File: src/rtl/spi_shift_engine_pkg.sv
// Shared definitions for the SPI shift engine: FSM state encoding and SPI mode codes {cpol,cpha}.
package spi_defs;

  typedef enum logic [1:0] {
    IDLE  = 2'd0,
    LOAD  = 2'd1,
    SHIFT = 2'd2
  } state_t;

  localparam logic [1:0] MODE0 = 2'b00;
  localparam logic [1:0] MODE1 = 2'b01;
  localparam logic [1:0] MODE2 = 2'b10;
  localparam logic [1:0] MODE3 = 2'b11;

  // CPHA=0 modes capture MOSI on the edge that leaves the idle level.
  function automatic logic sample_on_leading(input logic [1:0] mode);
    case (mode)
      MODE0, MODE2: sample_on_leading = 1'b1;
      MODE1, MODE3: sample_on_leading = 1'b0;
      default:      sample_on_leading = 1'b1;
    endcase
  endfunction

endpackage

File: src/rtl/spi_shift_engine_sync2.sv
// Two-flop synchroniser for one asynchronous pin, plus a flop holding the previous synchronised
// value so the consumer can detect transitions.
module spi_sync2
  import spi_defs::*;
#(
  parameter logic RESET_VAL = 1'b0
) (
  input  logic clk,
  input  logic rst_n,
  input  logic d,
  output logic q,
  output logic q_prev
);

  logic meta;

  always_ff @(posedge clk) begin
    if (!rst_n) begin
      meta   <= RESET_VAL;
      q      <= RESET_VAL;
      q_prev <= RESET_VAL;
    end else begin
      meta   <= d;
      q      <= meta;
      q_prev <= q;
    end
  end

endmodule

File: src/rtl/spi_shift_engine.sv
// SPI peripheral-side shift engine: full duplex, WIDTH-bit frames, all four CPOL/CPHA modes,
// single-word TX holding buffer, frame-done / underrun / abort pulses.
module spi_shift_engine
  import spi_defs::*;
#(
  parameter int   WIDTH     = 8,
  parameter bit   LSB_FIRST = 1'b0,
  parameter logic IDLE_FILL = 1'b1
) (
  input  logic             clk,
  input  logic             rst_n,
  input  logic             cpol,
  input  logic             cpha,
  input  logic             sclk_in,
  input  logic             cs_n_in,
  input  logic             mosi_in,
  output logic             miso_out,
  output logic             miso_oe,
  input  logic [WIDTH-1:0] tx_data,
  input  logic             tx_valid,
  output logic             tx_ready,
  output logic [WIDTH-1:0] rx_data,
  output logic             rx_valid,
  output logic             tx_underrun,
  output logic             frame_abort
);

  localparam int CW = $clog2(WIDTH + 1);

  logic sclk_s, sclk_p, cs_s, cs_p, mosi_s, mosi_prev_unused;

  spi_sync2 #(.RESET_VAL(1'b0)) u_sync_sclk (.clk(clk), .rst_n(rst_n), .d(sclk_in), .q(sclk_s), .q_prev(sclk_p));
  spi_sync2 #(.RESET_VAL(1'b1)) u_sync_cs   (.clk(clk), .rst_n(rst_n), .d(cs_n_in), .q(cs_s),   .q_prev(cs_p));
  spi_sync2 #(.RESET_VAL(1'b0)) u_sync_mosi (.clk(clk), .rst_n(rst_n), .d(mosi_in), .q(mosi_s), .q_prev(mosi_prev_unused));

  state_t           state, next_state;
  logic             cpol_r, cpha_r;
  logic [CW-1:0]    bit_cnt;
  logic [WIDTH-1:0] shreg, tx_buf, shifted;
  logic             tx_full;
  logic             do_load, do_sample, do_shift, do_abort;
  logic             sclk_edge, lead_edge, trail_edge, sample_lead, sample_edge, shift_edge;
  logic             cs_fall, last_bit, tx_write;

  function automatic logic out_end(input logic [WIDTH-1:0] w);
    out_end = LSB_FIRST ? w[0] : w[WIDTH-1];
  endfunction

  assign sclk_edge   = sclk_s ^ sclk_p;
  assign lead_edge   = sclk_edge & (sclk_s != cpol_r);
  assign trail_edge  = sclk_edge & (sclk_s == cpol_r);
  assign sample_lead = sample_on_leading({cpol_r, cpha_r});
  assign sample_edge = sample_lead ? lead_edge : trail_edge;
  assign shift_edge  = sample_lead ? trail_edge : lead_edge;
  assign cs_fall     = cs_p & ~cs_s;
  assign last_bit    = (bit_cnt == CW'(WIDTH - 1));
  assign tx_write    = tx_valid & ~tx_full;
  // Capturing a bit pushes the already-presented bit out of the out end.
  assign shifted     = LSB_FIRST ? {mosi_s, shreg[WIDTH-1:1]} : {shreg[WIDTH-2:0], mosi_s};

  assign miso_oe  = (state != IDLE);
  assign tx_ready = ~tx_full;

  always_ff @(posedge clk) begin
    if (!rst_n) state <= IDLE;
    else        state <= next_state;
  end

  // In CPHA=0 the first bit is already presented by LOAD, so a shift edge before any sample is dropped.
  always_comb begin
    next_state = state;
    do_load    = 1'b0;
    do_sample  = 1'b0;
    do_shift   = 1'b0;
    do_abort   = 1'b0;
    case (state)
      IDLE: if (cs_fall) next_state = LOAD;
      LOAD: begin
        if (cs_s) next_state = IDLE;
        else begin
          do_load    = 1'b1;
          next_state = SHIFT;
        end
      end
      SHIFT: begin
        if (cs_s) begin
          next_state = IDLE;
          do_abort   = (bit_cnt != '0);
        end else if (sample_edge) begin
          do_sample = 1'b1;
          if (last_bit) next_state = LOAD;
        end else if (shift_edge && (!sample_lead || bit_cnt != '0)) begin
          do_shift = 1'b1;
        end
      end
      default: next_state = IDLE;
    endcase
  end

  always_ff @(posedge clk) begin
    if (!rst_n) begin
      cpol_r      <= 1'b0;
      cpha_r      <= 1'b0;
      bit_cnt     <= '0;
      shreg       <= '0;
      tx_buf      <= '0;
      tx_full     <= 1'b0;
      miso_out    <= 1'b0;
      rx_data     <= '0;
      rx_valid    <= 1'b0;
      tx_underrun <= 1'b0;
      frame_abort <= 1'b0;
    end else begin
      rx_valid    <= 1'b0;
      tx_underrun <= 1'b0;
      frame_abort <= do_abort;
      if (state == IDLE) begin
        cpol_r <= cpol;
        cpha_r <= cpha;
      end
      // A write landing in the LOAD cycle is kept for the next frame; LOAD only sees the old contents.
      tx_full <= (tx_full & ~do_load) | tx_write;
      if (tx_write) tx_buf <= tx_data;
      if (do_load) begin
        bit_cnt <= '0;
        if (tx_full) begin
          shreg    <= tx_buf;
          miso_out <= out_end(tx_buf);
        end else begin
          shreg       <= {WIDTH{IDLE_FILL}};
          miso_out    <= IDLE_FILL;
          tx_underrun <= 1'b1;
        end
      end
      if (do_sample) begin
        shreg <= shifted;
        if (last_bit) begin
          bit_cnt  <= '0;
          rx_data  <= shifted;
          rx_valid <= 1'b1;
        end else begin
          bit_cnt <= bit_cnt + CW'(1);
        end
      end
      if (do_shift) miso_out <= out_end(shreg);
    end
  end

endmodule

File: config.mk
export PLATFORM = sky130hd
export DESIGN_NAME = spi_shift_engine
export DESIGN_NICKNAME = d
export VERILOG_FILES = /design/src/rtl/spi_shift_engine_pkg.sv /design/src/rtl/spi_shift_engine_sync2.sv /design/src/rtl/spi_shift_engine.sv
export SDC_FILE = /design/constraint.sdc
export NUM_CORES = 1
export LEC_CHECK = 0
export CORE_MARGIN = 2
export CORE_UTILIZATION = 50
export DETAILED_ROUTE_END_ITERATION = 12
export HOLD_SLACK_MARGIN = 0.12
export MAX_ROUTING_LAYER = met4
export PLACE_DENSITY = 0.75
export REMOVE_ABC_BUFFERS = 1
export SETUP_SLACK_MARGIN = 0.05
export SKIP_CTS_REPAIR_TIMING = 1
export SYNTH_ARGS = -nofsm -noshare
export SYNTH_HDL_FRONTEND = slang
export SYNTH_SLANG_ARGS = --single-unit
export TNS_END_PERCENT = 30
File: constraint.sdc
create_clock -name clk -period 2.2 [get_ports clk]
set_input_delay 0.44 -clock clk [delete_from_list [all_inputs] [get_ports clk]]
set_output_delay 0.44 -clock clk [all_outputs]
set_load 0.05 [all_outputs]
## Word level (Yosys, flattened, before mapping)

Cells that the tools add are included.

| storage, ports and cells | value |
|---|---|
| bits in registers | 45 |
| bits of input ports | 16 |
| output and inout port bits | 14 |
| word-level logic and storage cells | 87 |

| cells by class | value |
|---|---|
| add/subtract/negate cells | 1 |
| eq/ne operators | 11 |
| mux-type cells | 29 |
| bitwise operators | 10 |
| reduce and logical (&&, ||, !) cells | 16 |

Operator list:

| cell | number |
|---|---|
| $mux 8 | 3 |
| $mux 1 | 16 |
| $mux 4 | 3 |
| $mux 2 | 5 |
| $eq 2x2->1 const B | 3 |
| $ne 3x2->1 const B | 2 |
| $pmux 2 s3 | 1 |
| $reduce_and 2->1 | 3 |
| $reduce_and 3->1 | 2 |
| $reduce_bool 2->1 | 3 |
| $and 1x1->1 | 5 |
| $add 4x1->4 const B | 1 |
| $eq 2x1->1 const B | 2 |
| $eq 4x3->1 const B | 1 |
| $logic_not 2->1 | 2 |
| $reduce_bool 4->1 | 1 |
| $reduce_or 2->1 | 2 |
| $not 1->1 | 3 |
| $ne 2x2->1 const B | 1 |
| $pmux 1 s2 | 1 |
| $eq 1x1->1 | 1 |
| $logic_and 1x1->1 | 1 |
| $logic_not 1->1 | 1 |
| $logic_or 1x1->1 | 1 |
| other kinds (3) | 3 |

## Longest topological paths before layout

| logic depth | value |
|---|---|
| depth in word-level cells | 11 |
| gate-level depth with buffers | 6 |
| mapped depth without buffers | 5 |

## Cells and area by module

A second synthesis with hierarchy kept.

| unflattened totals | value |
|---|---|
| cell total of the unflattened synthesis | 212 |
| area total of the unflattened synthesis | 1938.1 um^2 |

By module, submodules not included:

| module | times used | cells each | area an instance (um^2) | sequential area each (um^2) |
|---|---|---|---|---|
| spi_shift_engine | 1 | 194 | 1701.6 | 740.7 |
| spi_sync2 | 3 | 6 | 78.8 | 60.1 |

## Worst setup path before layout

Ideal clock, no wire load.

| timing | value |
|---|---|
| kind | register to register |
| from | register state[0] |
| to | register shreg[1] |
| data arrival time | 1.335 ns |
| required time | 2.080 ns |
| setup slack | 0.745 ns |
| cell stages (with the launch flop) | 7 |
| clock period less this slack | 1.455 ns |
| cell sequence | dfxtp_1 > or3b_1 > clkbuf_1 > buf_2 > nand2_1 > a21oi_1 > o31a_1 |

| between the ends | value |
|---|---|
| longest elaborated chain between the ends | 3 |

Ends and longest elaborated chain:

| element | RTL line | text |
|---|---|---|
| from (decl) | spi_shift_engine.sv:36 | `state_t state, next_state;` |
| from (signal assigned) | spi_shift_engine.sv:66 | `else state <= next_state;` |
| $eq 2x2->1 / $eq 2x1->1 (equally long branches) | spi_shift_engine.sv:76 | `case (state)` |
| $mux 1 | spi_shift_engine.sv:76 |  |
| $mux 8 / $reduce_bool 2->1 (equally long branches) | - |  |
| to (signal assigned) | spi_shift_engine.sv:127 | `shreg <= tx_buf;` |
| to (signal assigned) | spi_shift_engine.sv:130 | `shreg <= {WIDTH{IDLE_FILL}};` |
| to (signal assigned) | spi_shift_engine.sv:136 | `shreg <= shifted;` |
| to (decl) | spi_shift_engine.sv:39 | `logic [WIDTH-1:0] shreg, tx_buf, shifted;` |

Several ways; a longest one is shown, not always the timed one.
A chain may end at the register's enable or synchronous reset.

## Final worst setup path

| timing | value |
|---|---|
| from | register tx_full |
| to | output port tx_ready |

| between the ends | value |
|---|---|
| longest elaborated chain between the ends | 1 |

Ends and longest elaborated chain:

| element | RTL line | text |
|---|---|---|
| from (decl) | spi_shift_engine.sv:40 | `logic tx_full;` |
| from (signal assigned) | spi_shift_engine.sv:122 | `tx_full <= (tx_full & ~do_load) \| tx_write;` |
| $not 1->1 | spi_shift_engine.sv:62 | `assign tx_ready = ~tx_full;` |
| to (decl) | spi_shift_engine.sv:21 | `output logic tx_ready,` |

No other way between the ends.

==> summary.md <==
| Metric | Value |
|---|---|
| Worst setup SP type | flop |
| Root Buffer | clkbuf_8 |
| Hold Path Cell Cnt | 1 |
| Die area | 4542 µm² |
| Antenna viol nets, final | 0 |
| Initial antenna violation count | 0 |
| CORE AREA | 3943 µm² |
| Gr ovfl total | 0 |
| Largest net degree at the start of global routing | 57 |
| Initial Utilization | 0.5097 |
| Arr. time, crit path | 1510 ps |
| Synthesis Warnings | 0 |
| Max-cap violations | 0 |
| Endpoint, Worst Hold | u_sync_cs.q$_SDFF_PN1_ |
| Critical R2R Capture | rx_data[2]$_SDFFE_PN0P_ |
| M3 GR Usage | 0.05500 |
| Status | completed |
| Crit end category | output port |
| CTS tree | yes |
| Slew margin rel. | 0.5210 |
| Via count of the routed design | 1609 |
| First DRT Iteration DRCs | 111 |
| Internal | 0.001235 W |
| R2R Setup Slk | 430 ps |
| Setup Skew | 6.103 ps |
| Hpwl dp | 2374 µm |
| Layout cell share with drive strength beyond 1 | 0.07308 |
| Met2 GRT Util | 0.2809 |
| Syn Area/Cell | 8.587 µm² |
| IO Pins | 30 |
| Synth area leader | dfxtp_1 |
| Worst Hold Class | flop to flop |
| Flop pwr share | 0.530 |
| Die Span Y | 67.40 µm |
| Clock sinks | 45 |
| Clock power frac | 0.393 |
| Leak pwr | 0.9420 nW |
| Area share of the largest cell type after synthesis | 0.4483 |
| First-pass GRT wire length | 6175 µm |
| Total CTS buffers | 5 |
| Seq/Total Area, Yosys | 0.4483 |
| Latest clock arrival within the worst-skew pair | 300 ps |
| Unique cell type count in the Yosys netlist | 38 |
| RSZ-0062 raised after global routing | no |
| Crit path from | tx_full$_SDFF_PN0_ |
| Worst r2r path cells | 5 |
| Cell Pwr Density | 650.0 nW/µm² |
| Final Hold Vio Count | 0 |
| H-tree Lvls | 2 |
| Std cell rows | 23 |
| First-pass iteration count of the detailed router | 4 |
| Nets | 277 |
| GRT Util Overall | 0.1860 |
| Psw | 0.0003634 W |
| DRC viols | 0 |
| Worst r2r src | cpol_r$_SDFFE_PN0P_ |
| Worst path required time | 1760 ps |
| Max IR drop VDD | 0.5737 mV |
| Combinational power share | 0.077 |
| Vias per inst | 5.190 |
| Fin util | 0.6239 |
| # port buffers | 29 |
| Final count of negative-setup-slack endpoints | 0 |
| Final wirelength | 3619 µm |
| Clk buf depth | 2 |
| Area growth syn-to-layout | 22.42% |
| Flip-flop and latch count after synthesis | 45 |
| Cell count after synthesis | 234 |
| Cell Area, Synth | 2009 µm² |
| Area contributors post-synth | dfxtp_1 (45%), nand2_1 (9.2%), mux2i_1 (5.0%), a21oi_1 (4.7%), a21boi_0 (4.1%) |
| Crit Path Category | flop to output port |
| Die Wd | 67.40 µm |
| Fin crit share | 0.8869 |
| Setup tns final | 0 ps |
| Crit path time final | 1951 ps |
| Gpl congestion | 0.7859 |
| Reg clk slew, reported paths | 90 ps |
| Sw Share | 0.2273 |
| Fmax | 0.5125 GHz |
| Busiest grt layer | met2 |
| Number of global-route vias before repair | 1404 |
| Worst slew pin tran | 718.4 ps |
| M1 GR Usage | 0.2326 |
| WL per Instance | 11.67 µm |
| Origin of the worst min-delay path | u_sync_cs.meta$_SDFF_PN1_ |
| Pins Over Slew Limit | 0 |
| Crit path max fanout | 2 |
| Ant. Diodes | 0 |
[sequential cells by signal, indices dropped and copies added (netlist names)]
| register | flops |
|---|---|
| u_sync_mosi.meta | 1 |
| cpol_r | 1 |
| tx_buf | 8 |
| bit_cnt | 4 |
| tx_underrun | 1 |
| rx_valid | 1 |
| u_sync_sclk.q | 1 |
| u_sync_cs.meta | 1 |
| u_sync_sclk.q_prev | 1 |
| shreg | 8 |
| u_sync_mosi.q | 1 |
| frame_abort | 1 |
| cpha_r | 1 |
| u_sync_cs.q | 1 |
| miso_out | 1 |
| state | 2 |
| tx_full | 1 |
| u_sync_cs.q_prev | 1 |
| rx_data | 8 |
| u_sync_sclk.meta | 1 |
[synth_stat cells (all sizes together)]
| library cell | count |
|---|---|
| o31a | 8 |
| mux2 | 1 |
| nand3b | 2 |
| ha | 2 |
| nor4b | 1 |
| nor2 | 2 |
| o211ai | 1 |
| nor3b | 3 |
| nand2 | 49 |
| nor4 | 1 |
| xnor2 | 1 |
| and2 | 7 |
| and3b | 1 |
| nand3 | 2 |
| o32ai | 1 |
| nor3 | 1 |
| a31oi | 1 |
| o21ai | 6 |
| mux2i | 10 |
| nand4b | 1 |
| dfxtp | 45 |
| clkbuf | 13 |
| or3b | 3 |
| a21oi | 20 |
| nand2b | 5 |
| o21a | 1 |
| and3 | 10 |
| buf | 4 |
| nor2b | 5 |
| o2111ai | 1 |
| a21boi | 12 |
| inv | 13 |
| a221o | 1 |
[per-layer routing]
layer | vias to the layer above | share of wire
li1 | 837 | -
met1 | 739 | 0.51
met2 | 27 | 0.44
met3 | 6 | 0.037
met4 | 0 | 0.017
met5 | - | 0
[cell usage in the layout, fill, tap and decap left out, drive strengths merged]
master | synthesis | final
clkdlybuf4s50 | 0 | 28
o21a | 1 | 1
dfxtp | 45 | 45
nand4b | 1 | 1
a21oi | 20 | 20
clkbuf | 13 | 5
dlymetal6s2s | 0 | 1
buf | 4 | 6
and2 | 7 | 7
and3b | 1 | 1
and3 | 10 | 10
o2111ai | 1 | 1
nand2b | 5 | 5
nor2b | 5 | 5
a21boi | 12 | 12
nor2 | 2 | 2
o32ai | 1 | 1
o211ai | 1 | 1
a31oi | 1 | 1
nand3b | 2 | 2
inv | 13 | 13
nand3 | 2 | 2
nor4b | 1 | 1
or3b | 3 | 3
bufinv | 0 | 1
a221o | 1 | 1
o31a | 8 | 8
ha | 2 | 2
nor3b | 3 | 3
o21ai | 6 | 6
xnor2 | 1 | 1
nor3 | 1 | 1
nor4 | 1 | 1
clkinv | 0 | 1
mux2 | 1 | 1
nand2 | 49 | 49
mux2i | 10 | 10
clkinvlp | 0 | 1
[kinds of logic (layout without fill, tap and decap cells)]
group,after synthesis,count (layout),share of synthesized area
AOI/OAI and AO/OA,52,52,0.1706
and+or+nand+nor,93,93,0.2404
DFF,45,45,0.4483
buffers and inverters,30,56,0.06289
xor gates and xnor gates,1,1,0.008097
muxes,11,11,0.05728
adders and majority gates,2,2,0.01245
[per-stage QoR]
step	hold slack (ps)	instances	power [W]	cell area (µm²)	setup WS [ps]
4_1_cts	426.2	310	0.001619	2457	27.81
3_5_place_dp	404.7	302	0.0009903	2342	373.7
2_1_floorplan	386.3	217	0.0009235	1932	270.5
3_3_place_gp	396.8	302	0.0009882	2342	395.8
5_1_grt	455.6	310	0.001664	2460	203.3
6_report	425.2	310	0.001599	2460	248.9
[worst max-delay path, cell delays in order (launching register included)]
cell	delay (ps)
dfxtp_1	320
inv_1	80
clkdlybuf4s50_1	810
[how the worst max path moves through the flow]
| stage | to | slack [ps] | cells past startpoint |
|---|---|---|---|
| 2_1_floorplan | bit_cnt[3]$_SDFFE_PN0P_ | 270 | 4 |
| 3_3_place_gp | miso_oe | 400 | 3 |
| 3_5_place_dp | miso_oe | 370 | 3 |
| 4_1_cts | miso_oe | 30 | 3 |
| 5_1_grt | tx_ready | 200 | 2 |
| 6_report | tx_ready | 250 | 2 |
[power groups by stage]
stage,sequential (W),combinational [W],clock [W]
after floorplan,0.000867,0.0000561,0
after global placement,0.000866,0.000122,0
after detailed placement,0.000867,0.000123,0
after CTS,0.000848,0.000124,0.000647
after global routing,0.000851,0.000136,0.000677
final,0.000848,0.000123,0.000628
[layout make-up]
class | instances | area [µm²]
fill | 332 | 1483
multi-input combinational | 159 | 982.2
sequential | 45 | 900.9
timing repair buffer | 35 | 350.3
clock buffer | 5 | 68.82
tap | 50 | 62.56
inverter | 13 | 48.80
clock inverter | 3 | 46.29
(Power assumes the default switching activity.)
